[src/rtl/ex_seq_pkg.sv]
// Shared types and constants for the Execute-stage sequencer.
// Default data widths when the data_defs macros are not supplied by the build.
`ifndef REGISTER_WIDTH
`define REGISTER_WIDTH 16
`endif
`ifndef IMMEDIATE_WIDTH
`define IMMEDIATE_WIDTH 8
`endif

package ex_seq_pkg;

    typedef enum logic [2:0] {
        S_IDLE = 3'd0,
        S_EXEC = 3'd1,
        S_CAPT = 3'd2,
        S_MEM  = 3'd3,
        S_WB   = 3'd4
    } state_t;

    localparam int CTRL_WD      = 7;
    localparam int CTRL_MEM_RD  = 6;
    localparam int CTRL_MEM_WR  = 5;
    localparam int CTRL_ALU_MSB = 4;
    localparam int CTRL_ALU_LSB = 0;

    localparam int MEM_TIMEOUT_DEF = 15;

    // A control word asking for both a load and a store has no meaning.
    function automatic logic ctrl_illegal(input logic [CTRL_WD-1:0] ctrl);
        return ctrl[CTRL_MEM_RD] & ctrl[CTRL_MEM_WR];
    endfunction

    function automatic logic ctrl_is_mem(input logic [CTRL_WD-1:0] ctrl);
        return ctrl[CTRL_MEM_RD] | ctrl[CTRL_MEM_WR];
    endfunction

endpackage

[src/rtl/ex_seq_mem_timer.sv]
// Wait-state counter for a data-memory access; timeout is raised during the
// LIMIT-th consecutive cycle without completion.
module ex_seq_mem_timer #(
    parameter int LIMIT = 15
) (
    input  logic clock,
    input  logic reset,
    input  logic clear,
    input  logic enable,
    output logic timeout
);

    localparam int CW = $clog2(LIMIT + 1);

    logic [CW-1:0] count;

    always_ff @(posedge clock) begin
        if (reset || clear) begin
            count <= '0;
        end else if (enable && !timeout) begin
            count <= count + CW'(1);
        end
    end

    assign timeout = (count == CW'(LIMIT - 1));

endmodule

[src/rtl/ex_sequencer.sv]
// Single-issue Execute-stage sequencer: issue handshake, one-cycle Execute
// enable, optional data-memory access with timeout, writeback handshake.
module ex_sequencer
    import ex_seq_pkg::*;
#(
    parameter int REG_WD      = `REGISTER_WIDTH,
    parameter int IMM_WD      = `IMMEDIATE_WIDTH,
    parameter int MEM_TIMEOUT = MEM_TIMEOUT_DEF
) (
    input  logic              clock,
    input  logic              reset,
    input  logic              flush,
    input  logic              issue_valid,
    output logic              issue_ready,
    input  logic [6:0]        issue_ctrl,
    input  logic [REG_WD-1:0] issue_src1,
    input  logic [REG_WD-1:0] issue_src2,
    input  logic [IMM_WD-1:0] issue_imm,
    output logic              enable_ex,
    output logic [REG_WD-1:0] ex_src1,
    output logic [REG_WD-1:0] ex_src2,
    output logic [REG_WD-1:0] ex_imm,
    output logic [6:0]        ex_control,
    input  logic [REG_WD-1:0] aluout,
    input  logic              carry,
    output logic              mem_req,
    output logic              mem_we,
    output logic [REG_WD-1:0] mem_addr,
    output logic [REG_WD-1:0] mem_wdata,
    input  logic              mem_ack,
    input  logic [REG_WD-1:0] mem_rdata,
    output logic              wb_valid,
    input  logic              wb_ready,
    output logic [REG_WD-1:0] wb_data,
    output logic              wb_carry,
    output logic              wb_error,
    output logic [15:0]       instr_count,
    output logic [2:0]        state_dbg
);

    // Handshakes: a transfer happens on a rising clock edge where valid and
    // ready are both high; valid-side payload is held stable until then.

    state_t              state;
    logic [6:0]          ctrl_q;
    logic [REG_WD-1:0]   src1_q;
    logic [REG_WD-1:0]   src2_q;
    logic [REG_WD-1:0]   imm_q;
    logic                timer_clear;
    logic                timer_enable;
    logic                timeout;

    assign ex_src1    = src1_q;
    assign ex_src2    = src2_q;
    assign ex_imm     = imm_q;
    assign ex_control = ctrl_q;
    assign mem_wdata  = src2_q;
    assign state_dbg  = state;

    assign timer_clear  = (state == S_CAPT);
    assign timer_enable = (state == S_MEM) && !mem_ack;

    ex_seq_mem_timer #(
        .LIMIT(MEM_TIMEOUT)
    ) u_timer (
        .clock  (clock),
        .reset  (reset),
        .clear  (timer_clear),
        .enable (timer_enable),
        .timeout(timeout)
    );

    always_ff @(posedge clock) begin
        if (reset) begin
            state       <= S_IDLE;
            ctrl_q      <= '0;
            src1_q      <= '0;
            src2_q      <= '0;
            imm_q       <= '0;
            issue_ready <= 1'b1;
            enable_ex   <= 1'b0;
            mem_req     <= 1'b0;
            mem_we      <= 1'b0;
            mem_addr    <= '0;
            wb_valid    <= 1'b0;
            wb_data     <= '0;
            wb_carry    <= 1'b0;
            wb_error    <= 1'b0;
            instr_count <= '0;
        end else if (flush && state != S_IDLE) begin
            // Abort: drop everything in flight without retiring it.
            state       <= S_IDLE;
            issue_ready <= 1'b1;
            enable_ex   <= 1'b0;
            mem_req     <= 1'b0;
            wb_valid    <= 1'b0;
            wb_data     <= '0;
            wb_carry    <= 1'b0;
            wb_error    <= 1'b0;
        end else begin
            case (state)
                S_IDLE: begin
                    if (issue_valid && !flush) begin
                        ctrl_q      <= issue_ctrl;
                        src1_q      <= issue_src1;
                        src2_q      <= issue_src2;
                        imm_q       <= REG_WD'($signed(issue_imm));
                        issue_ready <= 1'b0;
                        if (ctrl_illegal(issue_ctrl)) begin
                            state    <= S_WB;
                            wb_valid <= 1'b1;
                            wb_error <= 1'b1;
                            wb_data  <= '0;
                            wb_carry <= 1'b0;
                        end else begin
                            state     <= S_EXEC;
                            enable_ex <= 1'b1;
                        end
                    end
                end
                S_EXEC: begin
                    enable_ex <= 1'b0;
                    state     <= S_CAPT;
                end
                S_CAPT: begin
                    mem_addr <= aluout;
                    wb_carry <= carry;
                    if (ctrl_is_mem(ctrl_q)) begin
                        state   <= S_MEM;
                        mem_req <= 1'b1;
                        mem_we  <= ctrl_q[CTRL_MEM_WR];
                    end else begin
                        state    <= S_WB;
                        wb_valid <= 1'b1;
                        wb_data  <= aluout;
                    end
                end
                S_MEM: begin
                    // An ack in the timeout cycle still completes the access.
                    if (mem_ack) begin
                        state    <= S_WB;
                        mem_req  <= 1'b0;
                        wb_valid <= 1'b1;
                        wb_data  <= mem_we ? mem_addr : mem_rdata;
                    end else if (timeout) begin
                        state    <= S_WB;
                        mem_req  <= 1'b0;
                        wb_valid <= 1'b1;
                        wb_error <= 1'b1;
                        wb_data  <= '0;
                    end
                end
                S_WB: begin
                    if (wb_ready) begin
                        state       <= S_IDLE;
                        issue_ready <= 1'b1;
                        wb_valid    <= 1'b0;
                        wb_data     <= '0;
                        wb_carry    <= 1'b0;
                        wb_error    <= 1'b0;
                        instr_count <= instr_count + 16'd1;
                    end
                end
                default: begin
                    state       <= S_IDLE;
                    issue_ready <= 1'b1;
                end
            endcase
        end
    end

endmodule

[config.mk]
export PLATFORM = sky130hd
export DESIGN_NAME = ex_sequencer
export DESIGN_NICKNAME = d
export VERILOG_FILES = /design/src/rtl/ex_seq_pkg.sv /design/src/rtl/ex_seq_mem_timer.sv /design/src/rtl/ex_sequencer.sv
export SDC_FILE = /design/constraint.sdc
export NUM_CORES = 1
export LEC_CHECK = 0
export CORE_UTILIZATION = 25
export DETAILED_ROUTE_END_ITERATION = 8
export PLACE_DENSITY_LB_ADDON = 0.05
export SLEW_MARGIN = 20
export SYNTH_ARGS = -nofsm -noshare
export SYNTH_HDL_FRONTEND = slang
export SYNTH_SLANG_ARGS = --single-unit
[constraint.sdc]
create_clock -name clock -period 2.35 [get_ports clock]
set_clock_uncertainty 0.2 [all_clocks]
set_input_delay 0.47 -clock clock [delete_from_list [all_inputs] [get_ports clock]]
set_output_delay 0.47 -clock clock [all_outputs]
set_load 0.1 [all_outputs]
==> results of run 1 <==
-- how the worst max path moves through the flow --
| stage | start | endpoint | slack (ns) | cells past startpoint |
|---|---|---|---|---|
| final | wb_ready | wb_data[15]$_SDFFE_PP0P_ | 0.11 | 7 |
| after detailed placement | wb_ready | wb_data[15]$_SDFFE_PP0P_ | -0.24 | 7 |
| after global placement | wb_ready | instr_count[15]$_SDFFE_PP0P_ | -0.21 | 5 |
| after global routing | wb_ready | instr_count[14]$_SDFFE_PP0P_ | 0.02 | 6 |
| after CTS | wb_ready | wb_data[15]$_SDFFE_PP0P_ | 0.12 | 7 |
| after floorplan | instr_count[8]$_SDFFE_PP0P_ | instr_count[15]$_SDFFE_PP0P_ | -0.03 | 4 |
-- cell usage after synthesis (5+ instances only) --
master | count | area [µm²]
a211oi_1 | 12 | 90.09
a21oi_1 | 108 | 540.5
buf_2 | 6 | 30.03
buf_4 | 25 | 187.7
clkbuf_1 | 32 | 120.1
dfxtp_1 | 109 | 2182
mux2i_1 | 16 | 160.2
nand2_1 | 137 | 514.2
nand3_1 | 7 | 35.03
nand4_1 | 6 | 37.54
nor2_1 | 34 | 127.6
nor3_1 | 10 | 50.05
o21ai_0 | 9 | 45.04
o31ai_1 | 5 | 37.54
or3_1 | 5 | 31.28
xnor2_1 | 8 | 70.07
-- power breakdown --
group | switching (mW) | internal (mW) | total, mW
combinational | 1.08 | 0.406 | 1.48
clock | 0.677 | 0.840 | 1.52
sequential | 0.0650 | 1.93 | 2.00
total | 1.82 | 3.18 | 5.00
-- cell families after synthesis --
| group | share of synthesized area (%) |
|---|---|
| simple gates | 21.28 |
| compound gates | 18.65 |
| flops | 45.82 |
| buf+inv | 7.882 |
| mux | 3.363 |
| xor+xnor | 2.207 |
| fa+ha+maj | 0.7883 |
-- area by class of cell --
cell class                 count  share of cell area [%]
clock buffer                  15                   4.021
sequential                   109                   30.64
multi-input combinational    408                   31.00
timing repair buffer         249                   30.11
tap                          234                   4.073
inverter                       3                  0.1567
-- routing by layer --
layer  vias to the layer above  routed length, µm
li1                       2368                  -
met1                      2182               6935
met2                       134               7245
met3                        10               1013
met4                         0                160
met5                         -                  0
-- timing repair --
item | 4_1_cts | 5_1_grt
setup endpoints to repair | 0 | 12
buffers inserted | 0 | 0
gates resized for setup | 0 | 1
-- critical path, stage by stage --
cell,delay [ns]
clkdlybuf4s50_1,0.50
nor4bb_2,0.22
buf_4,0.16
a311o_1,0.38
and2_1,0.18
buf_4,0.17
a211oi_1,0.22
-- per-stage QoR --
stage	cells	area [µm²]
after floorplan	586	4782
after global placement	1003	6893
after detailed placement	1003	6893
after CTS	1018	7182
after global routing	1018	7188
final	1018	7188
-- sequential cells by signal, summed over array words and instances (netlist names), 3 cells and up --
name	count
ex_src1	16
ex_src2	16
instr_count	16
mem_addr	16
wb_data	16
ex_imm	8
ex_control	7
u_timer.count	4
state_dbg	3
==> reports/qor.txt, run 1 <==
Pre-CTS setup slack = -0.2415 ns
Setup WS post-layout = 0.1056 ns
FF+latch count, synth = 109
Multi-input gate area = 2228 µm²
Layout area overhead = 50.95%
Worst hold start = ex_src1[10]$_SDFFE_PP0P_
CTS root buf = clkbuf_16
Hold worst-path end = ex_src1[10]$_SDFFE_PP0P_
Remaining antenna violation count after routing = 0
Core area = 18,710 µm²
Routing usage on met3 = 5.675%
Slew @ Worst Pin = 0.6159 ns
# diodes = 0
Mapped Cells = 586
Fraction of registers with async set/reset = 0%
Critical Path Source Type = input pin
First-pass GRT wire length = 24,390 µm
Vias in the first global route = 4,476
Synth Flop Type = dfxtp_1
Die height = 140.0 µm
Max-cap violations = 0
R2R Path End = wb_data[15]$_SDFFE_PP0P_
Number of fill cells in the layout = 1,935
Area of the mapped netlist = 4762 µm²
Nets@finish = 869
# DRC = 0
Worst-case headroom to the max-slew limit = 58.94%
CTS tree = yes
WP data arrival = 2.30 ns
Maximum vdd drop = 319.6 µV
Run status = finished clean
Global routing usage on met2 = 25.66%
Final WL = 15,350 µm
Antenna violations before repair = 0
Reg2Reg Depth = 6
Initial DRC Count = 150
Clock sink count = 109
LEAKAGE = 2.772 nW
FF-to-FF setup slack = 0.32 ns
FF-to-FF Start = state_dbg[1]$_SDFFE_PP0P_
H-Tree Depth = 3
Port bufs = 214
Total die area = 19,600 µm²
Setup violators final = 0
Largest net degree at the start of global routing = 85
Pwr Total = 4.996 mW
Setup_tns = 0 ns
Vias = 4,694
GRT Overall Usage = 15.80%
Number of synthesized flops with an enable pin = 0
Clock tree buffer depth = 2
Initial Util = 25.46%
Clk_lat worst skew = 0.35 ns
Final core occ = 38.43%
Net Count, Synth = 675
Most crowded layer after global routing = met2
Final number of hold-violating endpoints = 0
Critical Path Fanout Max = 8
Routed vias/inst = 4.611
Unique masters post-synth = 50
Hold-fix buffers, CTS = 0
CP required = 2.41 ns
Total CTS buffers = 9
I/O Pins = 215
Synthesized area per cell = 8.126 µm²
DIE WIDTH = 140.0 µm
Met1 Use GR = 19.70%
1st-pass router iterations = 4
F_max = 445.6 MHz
Layout cells sized above 1 = 25.89%
Row Count = 50
GPL Wtd Cong = 0.7772
Register area = 2202 µm²
Hold Path Class = flop to flop
Warnings from Yosys = 0
Max Slew Vio Count = 0
Period utilization = 95.51%
Unrepaired setup endpoints after global routing = false
Hold path cells = 2
Most common cell after layout, fill and taps aside = buf_4
Register area share after synthesis = 45.82%
Hold Slack = 0.2577 ns
Clk slew on worst S/H paths = 0.07 ns
Crit Path Class = input pin to flop
CP endpoint kind = flop
Power per cell area = 695.0 nW/µm²
DR WL/cell = 15.08 µm
Final min period = 2.244 ns
Post-DP HPWL = 11,210 µm
Commonest non-fill, non-tap cells in the layout = buf_4 (157), nand2_1 (136), a21oi_1 (108), dfxtp_1 (97), clkdlybuf4s50_1 (84)
Global route overflow = 0
No activity file was read; power rests on OpenSTA's default activity.
==> inputs of run 2 (changes only) <==
==> constraint.sdc (replaced) <==
create_clock -name clock -period 2.4 [get_ports clock]
set_clock_uncertainty 0.2 [all_clocks]
set_input_delay 0.48 -clock clock [delete_from_list [all_inputs] [get_ports clock]]
set_output_delay 0.48 -clock clock [all_outputs]
set_load 0.1 [all_outputs]
==> run 2 against run 1 <==
Die area stayed put. Cell area is 0.19% higher. Sequential power is 3% lower. Register-to-register slack hardly changed. Final cell count stayed put. Routed wire length hardly changed. Power is 1.8% lower. Critical path type unchanged. Combinational power hardly changed. Highest routed layer is now met5. Global-route usage is 0.25 points lower. Sequential cell count stayed put. Largest cell class unchanged. Critical path depth is 2 lower.
==> reports/qor.txt, run 2 (synthesized netlist as in run 1, its figures left out) <==
Post-DP HPWL = 11,010 µm (was 11,210 µm)
Total die area = 19,600 µm² (unchanged)
Vias = 4,726 (was 4,694)
DP Area = 6919 µm² (was 6893 µm²)
GRT Overall Usage = 15.55% (was 15.80%)
Final min period = 2.269 ns
Final WL = 15,350 µm (about the same)
Hold Slack = 0.2549 ns (was 0.2577 ns)
Vias in the first global route = 4,478 (was 4,476)
Clk_lat worst skew = 0.35 ns (about the same)
Critical Path Source Type = input pin (unchanged)
Hold-fix buffers, CTS = 0 (unchanged)
Hold Path Class = flop to flop (unchanged)
Setup violators final = 0 (unchanged)
CP Launch Point = wb_ready (unchanged)
F_max = 440.6 MHz
Total CTS buffers = 9 (unchanged)
Clk slew on worst S/H paths = 0.07 ns (about the same)
CP endpoint kind = flop (unchanged)
1st-pass router iterations = 4 (unchanged)
Layout cells sized above 1 = 25.38% (was 25.89%)
First-pass GRT wire length = 23,980 µm (was 24,390 µm)
Remaining antenna violation count after routing = 0 (unchanged)
Worst hold start = ex_src1[12]$_SDFFE_PP0P_ (was ex_src1[10]$_SDFFE_PP0P_)
LEAKAGE = 2.772 nW (about the same)
# Post-CTS Setup Buffers = 0 (unchanged)
Pre-CTS setup slack = -0.2044 ns (was -0.2415 ns)
DR WL/cell = 15.08 µm (about the same)
Initial DRC Count = 173 (was 150)
Max-cap violations = 0 (unchanged)
Routed vias/inst = 4.642 (was 4.611)
Row Count = 50 (unchanged)
# resized after CTS = 0 (unchanged)
Crit Path Class = input pin to flop (unchanged)
Port bufs = 214 (unchanged)
Slew @ Worst Pin = 0.6189 ns (was 0.6159 ns)
# diodes = 0 (unchanged)
H-Tree Depth = 3 (unchanged)
Die height = 140.0 µm (unchanged)
Run status = finished clean (unchanged)
DIE WIDTH = 140.0 µm (unchanged)
Setup WS post-layout = 0.1305 ns (was 0.1056 ns)
I/O Pins = 215 (unchanged)
Initial Util = 25.46% (unchanged)
Final number of hold-violating endpoints = 0 (unchanged)
Clock tree buffer depth = 2 (unchanged)
Unrepaired setup endpoints after global routing = false (unchanged)
Largest net degree at the start of global routing = 86 (was 85)
Most common cell after layout, fill and taps aside = buf_4 (unchanged)
Global route overflow = 0 (unchanged)
Maximum vdd drop = 407.6 µV (was 319.6 µV)
Pwr Total = 4.903 mW (was 4.996 mW)
CP required = 2.48 ns (was 2.41 ns)
GPL Wtd Cong = 0.7806 (was 0.7772)
Power per cell area = 680.9 nW/µm² (was 695.0 nW/µm²)
Post-Layout Inst Area = 7202 µm² (was 7188 µm²)
FF-to-FF Start = state_dbg[2]$_SDFFE_PP0P_ (was state_dbg[1]$_SDFFE_PP0P_)
Final core occ = 38.50% (was 38.43%)
Critical Path Fanout Max = 5 (was 8)
CTS root buf = clkbuf_16 (unchanged)
# DRC = 0 (unchanged)
Worst-case headroom to the max-slew limit = 58.74% (was 58.94%)
Core area = 18,710 µm² (unchanged)
WP data arrival = 2.35 ns (was 2.30 ns)
Antenna violations before repair = 1 (was 0)
Layout area overhead = 51.23% (was 50.95%)
Max Slew Vio Count = 0 (unchanged)
CTS tree = yes (unchanged)
Period utilization = 94.56%
Clock sink count = 109 (unchanged)
Nets@finish = 869 (unchanged)
Commonest non-fill, non-tap cells in the layout = buf_4 (154), nand2_1 (137), a21oi_1 (108), dfxtp_1 (100), clkdlybuf4s50_1 (84) (was buf_4 (157), nand2_1 (136), a21oi_1 (108), dfxtp_1 (97), clkdlybuf4s50_1 (84))
-- run 2: cell types whose count changed in the layout (fill, tap and decap cells not counted), moves of 2 or more --
cell	before	now
clkbuf_8	2	0
dfxtp_1	97	100
buf_12	7	10
buf_4	157	154
dfxtp_4	2	0
clkinvlp_4	0	2
-- run 2: final timing paths --
check	to	slack, ns	cells past startpoint
worst max register to register	instr_count[15]$_SDFFE_PP0P_	0.31	4
worst min-delay path	ex_src1[12]$_SDFFE_PP0P_	0.25	2
worst min register to register	ex_src1[12]$_SDFFE_PP0P_	0.25	2
worst max-delay path	instr_count[15]$_SDFFE_PP0P_	0.13	5
-- run 2: cell type report --
class                      count  area [µm²]
clock buffer                  11       232.7
clock inverter                 4       50.05
fill                        1924       11500
inverter                       3       11.26
multi-input combinational    408        2220
sequential                   109        2193
tap                          234       292.8
timing repair buffer         249        2202
-- run 2: report_power, final --
group | switching [mW] | total, mW | internal (mW)
clock | 0.687 | 1.49 | 0.805
sequential | 0.0625 | 1.95 | 1.89
combinational | 1.05 | 1.46 | 0.402
total | 1.80 | 4.90 | 3.10
-- run 2: metrics by stage --
step | setup TNS (ns) | cells
global placement | -2.332 | 1003
floorplan | -0.08137 | 586
global route | 0 | 1018
finish | 0 | 1018
detailed placement | -3.515 | 1003
CTS | 0 | 1018
-- run 2: worst max-delay path: stages --
cell	delay, ns
clkdlybuf4s50_1	0.59
nand4bb_4	0.13
or4_4	0.58
or4_1	0.42
a21oi_1	0.15
-- run 2: metal layers --
metal	track usage (%)	routed length [µm]
met2	25.97	7216
met1	19.07	6924
met3	5.162	1010
met5	0	13
met4	4.164	187
==> inputs of run 3 (changes only) <==
--- a/config.mk
+++ b/config.mk
@@ -5,6 +5,7 @@
 export SDC_FILE = /design/constraint.sdc
 export NUM_CORES = 1
 export LEC_CHECK = 0
+export CORE_MARGIN = 2
 export CORE_UTILIZATION = 25
 export DETAILED_ROUTE_END_ITERATION = 8
 export PLACE_DENSITY_LB_ADDON = 0.05
==> run 3 against run 2 <==
Power is 2.6% higher. Register-to-register slack improved by 0.04 ns. Cell area is 0.50% higher. Sequential cell count unchanged. Clock-buffer cell count rose by 1. Critical path depth up 1. Via count up 0.11%. Non-clock buffer count is the same. Routed wire length grew 1.4%. First-iteration DRC count decreased by 4.6%. Critical path type unchanged. Critical endpoint is now instr_count[14]$_SDFFE_PP0P_. Largest power group unchanged.
==> reports/qor.txt, run 3 (synthesized netlist as in run 1, its figures left out) <==
Run status = finished clean (unchanged)
Clk slew on worst S/H paths = 0.07 ns (about the same)
Setup_tns = 0 ns (unchanged)
Initial Util = 25.46% (unchanged)
Max-cap violations = 0 (unchanged)
# resized after CTS = 0 (unchanged)
Final WL = 15,560 µm (was 15,350 µm)
Layout cells sized above 1 = 25.73% (was 25.38%)
Die height = 142.0 µm (was 140.0 µm)
# diodes = 0 (unchanged)
WP data arrival = 2.33 ns (was 2.35 ns)
Total die area = 20,170 µm² (was 19,600 µm²)
Critical Path Source Type = input pin (unchanged)
Vias = 4,731 (was 4,726)
Clock tree buffer depth = 2 (unchanged)
Commonest non-fill, non-tap cells in the layout = buf_4 (154), nand2_1 (137), a21oi_1 (108), dfxtp_1 (100), clkdlybuf4s50_1 (84) (unchanged)
Final min period = 2.242 ns (was 2.269 ns)
Port bufs = 214 (unchanged)
# Post-CTS Setup Buffers = 0 (unchanged)
DR WL/cell = 15.27 µm (was 15.08 µm)
Crit Path Class = input pin to flop (unchanged)
First-pass GRT wire length = 24,030 µm (was 23,980 µm)
CTS root buf = clkbuf_16 (unchanged)
Post-DP HPWL = 11,350 µm (was 11,010 µm)
Non-filler cells, final = 1,019 (was 1,018)
R2R Path End = instr_count[15]$_SDFFE_PP0P_ (unchanged)
Post-Layout Inst Area = 7238 µm² (was 7202 µm²)
Maximum vdd drop = 337.6 µV (was 407.6 µV)
CTS tree = yes (unchanged)
H-Tree Depth = 3 (unchanged)
CP Launch Point = wb_ready (unchanged)
Slew @ Worst Pin = 0.5997 ns (was 0.6189 ns)
Setup violators final = 0 (unchanged)
Period utilization = 93.42% (was 94.56%)
CP endpoint kind = flop (unchanged)
Hold path cells = 2 (unchanged)
Routed vias/inst = 4.643 (was 4.642)
F_max = 446.0 MHz (was 440.6 MHz)
Final number of hold-violating endpoints = 0 (unchanged)
Clock sink count = 109 (unchanged)
FF-to-FF setup slack = 0.35 ns (was 0.31 ns)
Nets@finish = 869 (unchanged)
GRT Overall Usage = 15.04% (was 15.55%)
Final core occ = 38.70% (was 38.50%)
Row Count = 50 (unchanged)
1st-pass router iterations = 4 (unchanged)
FF-to-FF Start = state_dbg[2]$_SDFFE_PP0P_ (unchanged)
Max Slew Vio Count = 0 (unchanged)
LEAKAGE = 2.802 nW (was 2.772 nW)
I/O Pins = 215 (unchanged)
Worst hold start = ex_src1[5]$_SDFFE_PP0P_ (was ex_src1[12]$_SDFFE_PP0P_)
Number of fill cells in the layout = 1,912 (was 1,924)
Layout area overhead = 52.00% (was 51.23%)
Vias in the first global route = 4,505 (was 4,478)
Largest net degree at the start of global routing = 85 (was 86)
GPL Wtd Cong = 0.7764 (was 0.7806)
Worst-case headroom to the max-slew limit = 60.02% (was 58.74%)
Core area = 18,710 µm² (unchanged)
Power per cell area = 695.2 nW/µm² (was 680.9 nW/µm²)
Global route overflow = 0 (unchanged)
DP Area = 6919 µm² (unchanged)
Critical Path Fanout Max = 7 (was 5)
Placed cell count = 1,003 (unchanged)
Reg2Reg Depth = 4 (unchanged)
Hold worst-path end = ex_src1[5]$_SDFFE_PP0P_ (was ex_src1[12]$_SDFFE_PP0P_)
Total CTS buffers = 9 (unchanged)
Unrepaired setup endpoints after global routing = false (unchanged)
CP required = 2.49 ns (was 2.48 ns)
Clk_lat worst skew = 0.35 ns (about the same)
Initial DRC Count = 165 (was 173)
DIE WIDTH = 142.0 µm (was 140.0 µm)
Hold-fix buffers, CTS = 0 (unchanged)
# DRC = 0 (unchanged)
Most common cell after layout, fill and taps aside = buf_4 (unchanged)
Hold Path Class = flop to flop (unchanged)
Remaining antenna violation count after routing = 0 (unchanged)
Antenna violations before repair = 1 (unchanged)
run 3: cell type report:
cell class / instances / area, µm² / area share (%)
Multi-Input combinational cell: 408 / 2220 / 30.67
Timing Repair Buffer: 249 / 2202 / 30.42
Sequential cell: 109 / 2193 / 30.30
Tap cell: 234 / 292.8 / 4.045
Clock buffer: 12 / 266.5 / 3.682
Clock inverter: 4 / 52.55 / 0.7260
Inverter: 3 / 11.26 / 0.1556
run 3: per-layer routing:
| metal | vias up | track usage, % | part of all wire [%] |
|---|---|---|---|
| li1 | 2374 | - | - |
| met1 | 2200 | 18.89 | 45 |
| met2 | 145 | 24.84 | 47 |
| met3 | 12 | 4.812 | 7.1 |
| met4 | 0 | 4.211 | 1.1 |
| met5 | - | 0 | 0 |
run 3: through the flow:
step	power [mW]	hold slack, ns	worst slack (ns)
2_1_floorplan	3.038	0.3119	-0.08137
3_3_place_gp	3.458	0.2421	-0.1414
3_5_place_dp	3.466	0.2489	-0.1955
4_1_cts	5.118	0.2603	0.1656
5_1_grt	5.250	0.2792	0.03626
6_report	5.032	0.2568	0.1578
run 3: how the worst max path moves through the flow:
stage	endpoint	slack [ns]
floorplan	instr_count[15]$_SDFFE_PP0P_	-0.08
global placement	instr_count[15]$_SDFFE_PP0P_	-0.14
detailed placement	instr_count[14]$_SDFFE_PP0P_	-0.20
CTS	instr_count[14]$_SDFFE_PP0P_	0.17
global route	instr_count[14]$_SDFFE_PP0P_	0.04
finish	instr_count[14]$_SDFFE_PP0P_	0.16
run 3: where the power goes:
part           leakage, nW  total [mW]  internal (mW)  switching [mW]
registers            0.889        1.96           1.89          0.0651
clock network        0.160        1.62          0.903           0.717
logic                 1.75        1.46          0.402            1.05
total                 2.80        5.03           3.20            1.84
run 3: worst max-delay path, stage by stage:
cell             delay, ns
clkdlybuf4s50_1       0.55
nor4bb_1              0.30
buf_4                 0.19
nand4_1               0.23
or3_1                 0.42
a21oi_1               0.14
